## config.mk

```make
export PLATFORM = sky130hd
export DESIGN_NAME = store_narrower
export DESIGN_NICKNAME = d
export VERILOG_FILES = /design/src/rtl/mips_pkg.sv /design/src/rtl/store_lane_steer.sv /design/src/rtl/store_narrower.sv
export SDC_FILE = /design/constraint.sdc
export NUM_CORES = 1
export LEC_CHECK = 0
export CORE_ASPECT_RATIO = 0.6
export CORE_MARGIN = 2
export CORE_UTILIZATION = 40
export DETAILED_ROUTE_END_ITERATION = 8
export HOLD_SLACK_MARGIN = 0.1
export PLACE_DENSITY = 0.89
export SLEW_MARGIN = 20
export SYNTH_ARGS = -nofsm -noshare
export SYNTH_HDL_FRONTEND = slang
export SYNTH_SLANG_ARGS = --single-unit
```

## constraint.sdc

```tcl
create_clock -name clk -period 2 [get_ports clk]
set_input_delay 0.2 -clock clk [delete_from_list [all_inputs] [get_ports clk]]
set_output_delay 0.2 -clock clk [all_outputs]
set_load 0.02 [all_outputs]
```

## src/rtl/mips_pkg.sv

```systemverilog
// mips_pkg: shared store-size and store FSM encodings for the memory write path.
package mips_pkg;
  typedef enum logic [1:0] {SZ_BYTE = 2'b00, SZ_HALF = 2'b01, SZ_WORD = 2'b10, SZ_RSVD = 2'b11} storeSize_e;
  typedef enum logic [1:0] {IDLE = 2'b00, WRITE = 2'b01, RESP = 2'b10} storeState_e;
  localparam int CNT_W = 8;
endpackage

```

## src/rtl/store_lane_steer.sv

```systemverilog
// store_lane_steer: little-endian lane replication, byte enables and alignment check for a store.
module store_lane_steer
  import mips_pkg::*;
(
  input  logic [1:0]  size,
  input  logic [1:0]  addrLo,
  input  logic [31:0] data,
  output logic [31:0] wData,
  output logic [3:0]  byteEn,
  output logic        misaligned
);
  always_comb begin
    wData = size == SZ_BYTE ? {4{data[7:0]}} : size == SZ_HALF ? {2{data[15:0]}} : data;
    byteEn = size == SZ_BYTE ? 4'b0001 << addrLo : size == SZ_HALF ? (addrLo[1] ? 4'b1100 : 4'b0011) : 4'b1111;
    misaligned = size == SZ_RSVD || (size == SZ_HALF && addrLo[0]) || (size == SZ_WORD && addrLo != 2'b00);
  end
endmodule

```

## src/rtl/store_narrower.sv

```systemverilog
// store_narrower: turns a pipeline store into one word-aligned masked memory write with ack/timeout handling.
module store_narrower
  import mips_pkg::*;
#(
  parameter int TIMEOUT = 255
) (
  input  logic        clk,
  input  logic        reset,
  input  logic        StoreReq,
  input  logic [1:0]  StoreSize,
  input  logic [31:0] Addr,
  input  logic [31:0] StoreData,
  output logic        StoreReady,
  output logic        Stall,
  output logic [31:0] MemAddr,
  output logic [31:0] MemWData,
  output logic [3:0]  MemByteEn,
  output logic        MemWrite,
  input  logic        MemAck,
  output logic        Done,
  output logic        AlignErr,
  output logic        BusErr
);
  storeState_e state, nextState;
  logic [CNT_W-1:0] waitCnt;
  logic [31:0] laneData;
  logic [3:0] laneEn, beReg;
  logic misaligned, accept, timedOut;

  store_lane_steer u_steer (
    .size(StoreSize),
    .addrLo(Addr[1:0]),
    .data(StoreData),
    .wData(laneData),
    .byteEn(laneEn),
    .misaligned(misaligned)
  );

  assign accept = state == IDLE && StoreReq && !misaligned;
  // an ack in the final wait cycle wins over the timeout
  assign timedOut = state == WRITE && !MemAck && waitCnt == CNT_W'(TIMEOUT - 1);

  always_ff @(posedge clk or posedge reset)
    if (reset) state <= IDLE;
    else state <= nextState;

  always_comb begin
    nextState = state;
    if (accept) nextState = WRITE;
    if (state == WRITE && (MemAck || timedOut)) nextState = MemAck ? RESP : IDLE;
    if (state == RESP) nextState = IDLE;
  end

  always_comb begin
    StoreReady = state == IDLE;
    Stall = state != IDLE;
    MemWrite = state == WRITE;
    MemByteEn = MemWrite ? beReg : 4'b0000;
    Done = state == RESP;
  end

  always_ff @(posedge clk or posedge reset)
    if (reset) begin
      waitCnt <= '0;
      MemAddr <= '0;
      MemWData <= '0;
      beReg <= '0;
      AlignErr <= 1'b0;
      BusErr <= 1'b0;
    end else begin
      waitCnt <= state == WRITE ? waitCnt + CNT_W'(1) : '0;
      AlignErr <= state == IDLE && StoreReq && misaligned;
      BusErr <= timedOut;
      if (accept) begin
        MemAddr <= {Addr[31:2], 2'b00};
        MemWData <= laneData;
        beReg <= laneEn;
      end
    end
endmodule

```

# Word level (Yosys, flattened, before mapping)
# Cells that the tools add are included.
dict set report word_totals {
  elab_cells 44
  latch_bits 0
  output_inout_bits 74
  memories 0
  regBits 78
  ramBits 0
  romBits 0
}
dict set report classes {
  order_cmp 0
  div 0
  addsub 1
  n_reduce_logical 18
  multipliers 0
  shift 1
  bitwise 0
  eq_ne 6
  mux 11
}
# cell count
set op_table {}
lappend op_table {{two-way mux 32 bit} 2}
lappend op_table {{two-way mux 4 bit} 4}
lappend op_table {{adder 8 x 1 -> 8 bit (second input constant)} 1}
lappend op_table {{equality test 8 bit (second input constant)} 1}
lappend op_table {{logical AND 1 bit} 8}
lappend op_table {{two-way mux 2 bit} 4}
lappend op_table {{two-way mux 8 bit} 1}
lappend op_table {{equality test 2 bit (second input constant)} 3}
lappend op_table {{equality test 2 x 1 -> 1 bit (second input constant)} 2}
lappend op_table {{logical NOT 2 bit} 2}
lappend op_table {{nonzero test 2 bit} 2}
lappend op_table {{<< shifter 1 x 2 -> 4 bit (first input constant)} 1}
lappend op_table {{logical OR 1 bit} 3}
lappend op_table {{nonzero test 3 bit} 1}
lappend op_table {{logical NOT 1 bit} 2}

# Longest topological paths before layout
dict set report depth {
  word_depth 9
  mapped_depth 5
  mapped_depth_nobuf 5
}

# By module
# A second synthesis with hierarchy kept.
dict set report hier_totals {
  cells_unflattened 263
  area_unflattened_um2 3567.2
}
# module cells_each seq_area_each_um2 area_per_inst_um2 n_inst
set modules_own_cells {}
lappend modules_own_cells {store_narrower 200 1951.9 3046.7 1}
lappend modules_own_cells {store_lane_steer 63 0.0 520.5 1}

# Worst setup path after synthesis
# Ideal clock, no wire load.
dict set report synth_timing {
  path_kind {register -> register}
  start {reg state[0]}
  end {reg MemAddr[11]}
  arrival_ns 1.378
  t_required_ns 1.875
  setup_slack_ns 0.497
  stages_incl_launch_ff 5
  n_path_buf 1
  cell_sequence {dfrtp_1 > nor3b_2 > nand3_4 > buf_6 > mux2_4}
}
dict set report synth_via {
  elab_chain_cells 3
}
# element line_no
set synth_lines {}
lappend synth_lines {{start: declaration} store_narrower.sv:24} ;# storeState_e state, nextState;
lappend synth_lines {{start signal: assignment} store_narrower.sv:45} ;# else state <= nextState;
lappend synth_lines {{logical NOT 2 bit} store_narrower.sv:39} ;# assign accept = state == IDLE && StoreReq && !misaligned;
lappend synth_lines {{logical AND 1 bit (2 in a row)} store_narrower.sv:39}
lappend synth_lines {{end signal: assignment} store_narrower.sv:75} ;# MemAddr <= {Addr[31:2], 2'b00};
lappend synth_lines {{end: declaration} store_narrower.sv:15} ;# output logic [31:0] MemAddr,
# Every way passes these cells.
# A chain may end at the register's enable or synchronous reset.

# Worst setup path after layout
dict set report layout_timing {
  start {reg state[1]}
  end {out MemByteEn[3]}
}
dict set report layout_via {
  elab_chain_cells 2
}
# element line_no
set layout_lines {}
lappend layout_lines {{equality test 2 x 1 -> 1 bit} store_narrower.sv:57} ;# MemWrite = state == WRITE;
lappend layout_lines {{two-way mux 4 bit} store_narrower.sv:58} ;# MemByteEn = MemWrite ? beReg : 4'b0000;
lappend layout_lines {{end: declaration} store_narrower.sv:17} ;# output logic [3:0] MemByteEn,
# Every way passes these cells.

==> flow_metrics.tcl <==
set metrics [dict create \
    layout.area.seq_mm2 0.001952 \
    design.die.area_mm2 0.01019 \
    floorplan.die.height_um 79.01 \
    post_synth_num_cell_types 37 \
    ys_seq_area_share_pct 52.03 \
    port_buffer_count 141 \
    yosysWarningCount 0 \
    die_w_um 129.0 \
    drive_above_1_share_pct 26.20 \
    power.sequential.fraction_pct 32.9 \
    synth-compound-area-share_pct 4.670 \
    totalNegativeSetupSlack_ns 0 \
    floorplan.initialDensity_pct 40.97 \
    final-hold-violation-count 0 \
    grt_use_total_pct 17.78 \
    post_synth_top_cells "dfrtp_1 (78), mux2_4 (59), mux2_2 (19)" \
    drt_iter0_markers 120 \
    ir_drop_uv 653.8 \
    post_synth_fa_ha_maj_area_fraction_pct 0.6671 \
    cts.path.max_buffers 2 \
    p_leak_nw 2.573 \
    postLayoutCoreUtil_pct 61.43 \
    hold_path.class "primary input to async pin" \
    cts-root-buf "clkbuf_16" \
    layout_skew_ns 0.004122 \
    core_mm2 0.009155 \
    clock_power_share_pct 18.2 \
    worst-setup-path-type "flip-flop to output port" \
    max-cap-violations 0 \
    post-route-drc-count 0 \
    synth.area.top_cells "dfrtp_1 (52%), mux2_4 (24%), mux2_2 (5.7%)" \
    grt_first_pass_wirelength_mm 14.14 \
    total_internal_power_mw 5.502 \
    slew_viol_final 0 \
    post-synth-top-count-cell "dfrtp_1" \
    via_count 2641 \
    worstPathRequired_ns 1.80 \
    critical_path.reg2reg.endpoint "MemAddr[27]" \
    cp.arrival_ns 1.57 \
    p_switching_mw 2.870 \
    post_synth_design_cell_area_mm2 0.003751 \
    post-dp-hpwl_mm 6.481 \
    rows 27 \
    boundaryPins 144 \
    yosys.area_share.simple_pct 6.271 \
    rrSetupSlack_ns 0.35 \
    ctsHtreeMaxLevel 3 \
    finalWeightedCongestion 0.7758 \
    timing.critical_path.to_type "output port" \
    grt_antenna_before_repair 0 \
    grt_setup_unrepaired "no" \
    via_count_of_the_first_global_routing_pass 2787 \
    grt_start_max_net_pins 79 \
    worst_skew_pair.late_latency_ns 0.33 \
    synth_edf_count 0 \
    detail_route.first_pass.iterations 4 \
    totalWireLength_mm 8.846 \
    post_synth_mux_area_share_pct 31.45 \
    cts_buffers 9 \
    outcome "completed" \
    synth-seq-cells 78 \
    power_per_cell_area_mw_per_mm2 1489 \
    yosysTopAreaCellShare_pct 52.03 \
    ctsHoldBuffers 0 \
    max_clock_freq_mhz 564.6 \
    combinational_family_with_the_most_area_after_synthesis "multiplexers" \
    maximum_fanout_count_along_the_critical_path 6 \
    power.total_mw 8.372 \
    grt_overflow_total 0 \
    r2r.worst_path.cells 4 \
    synthArstFlopShare_pct 100.0 \
    power_frac_comb_pct 48.8 \
    worst_setup_path_start_kind "flip-flop" \
    wl_per_cell_um 16.20 \
    layout_min_cycle_time_ns 1.771 \
    antenna_diode_instance_count 0 \
    synth_cells 263 \
    switching_share_pct 34.28 \
    final_setup_violations 0 \
    avgSynthCellArea_um2 14.26 \
    xor_xnor_share_of_the_synthesized_area_pct 1.167 \
    clkSlewWorstSetupHoldPaths_ns 0.06 \
    min_period_over_period_pct 88.56 \
    cts_tree "done" \
    synth_area_leader_cell "dfrtp_1" \
    vias_per_cell 4.837 \
    filler_cell_count 691 \
    count_of_nets_left_with_antenna_violations_after_detail_routing 0 \
    final_net_count 483 \
    multi_input_area_mm2 0.001667 \
    ys_dominant_reg_cell "dfrtp_1" \
    r2r_start "state[0]" \
    areaGrowthSynthToFinish_pct 49.93 \
    cts_num_sinks 78 \
]
## worst max-delay path, stage by stage (launching register included)
cell and delay, ns:
dfrtp_1 0.43, nand2b_1 0.18, inv_1 0.16, and2_1 0.15
dlygate4sd2_1 0.33
## logic make-up after synthesis
kind of cell / count (synthesis)
multiplexers: 86
AND/OR/NAND/NOR: 43
flip-flops: 78
buffers and inverters: 21
adder cells (fa/ha/maj): 2
AO/OA/AOI/OAI: 27
XOR/XNOR: 5
other: 1
## sequential cells by signal, indices dropped and copies added, names as in the netlist
signal    flops
state         2
MemAddr      30
waitCnt       8
AlignErr      1
beReg         4
MemWData     32
BusErr        1
## placed cells by master (no fill, tap or decap), types with 2 or more instances in the layout
cell / Yosys / routed
nand3_1: 3 / 3
xor2_1: 2 / 2
mux2i_1: 8 / 8
buf_12: 0 / 4
ha_1: 2 / 2
conb_1: 1 / 2
or3_1: 4 / 4
inv_6: 0 / 2
clkdlybuf4s50_1: 0 / 136
clkinvlp_4: 0 / 3
dfrtp_1: 78 / 78
xnor2_1: 3 / 3
o21ai_0: 13 / 13
nand2_1: 12 / 12
o21ai_1: 2 / 2
nand2b_1: 4 / 4
nor2_1: 8 / 8
dlygate4sd2_1: 0 / 4
inv_1: 6 / 5
clkbuf_16: 0 / 9
buf_4: 2 / 6
mux2_2: 19 / 19
mux2_4: 59 / 59
a21oi_1: 4 / 4
and2_1: 5 / 5
## worst max path at each step
stage / cells after the start / endpoint / from / slack (ns)
2_1_floorplan: 4 / MemAddr[11] / state[0] / 0.50
3_3_place_gp: 5 / MemAddr[14] / StoreReq / 0.16
3_5_place_dp: 5 / MemWData[29] / Addr[0] / 0.12
4_1_cts: 3 / MemWrite / state[1] / 0.04
5_1_grt: 4 / MemByteEn[0] / state[1] / 0.1
6_report: 4 / MemByteEn[3] / state[1] / 0.23
## final cells by class
type | count | area share, %
clock buffers | 9 | 4.004
clock inverters | 7 | 1.023
inverters | 6 | 0.4672
multi-input cells | 165 | 29.63
flip-flops and latches | 78 | 34.71
well taps | 130 | 2.892
repair buffers | 151 | 27.27
## what timing repair did
item	4_1_cts	5_1_grt
gates resized for setup	4	1
setup buffers	0	0
setup endpoints to repair	4	1
## per-layer routing
layer / vias to the layer above / GRT usage, % / wire length [um]
met5: - / 0 / 0
met2: 116 / 28.36 / 4012
met4: 0 / 4.891 / 128
li1: 1224 / - / -
met3: 14 / 7.075 / 702
met1: 1287 / 22.57 / 4002
## power groups by stage
stage / Sequential (mW) / Combinational [mW] / Clock [mW]
floorplan: 3.49 / 1.51 / 0
global placement: 2.73 / 4.06 / 0
detailed placement: 2.76 / 4.13 / 0
CTS: 2.76 / 4.13 / 1.58
global route: 2.85 / 4.31 / 1.65
finish: 2.75 / 4.09 / 1.53
## through the flow
stage               cell area, um^2  setup WS [ns]  cells  hold slack, ns
finish                         5624         0.2289    546          0.3470
global route                   5624        0.09673    546          0.3714
CTS                            5622        0.04226    546          0.3619
detailed placement             5344         0.1210    530          0.4782
global placement               5344         0.1594    530          0.4662
floorplan                      3759         0.4969    264          0.2865
Power figures use the tool's default switching activity.
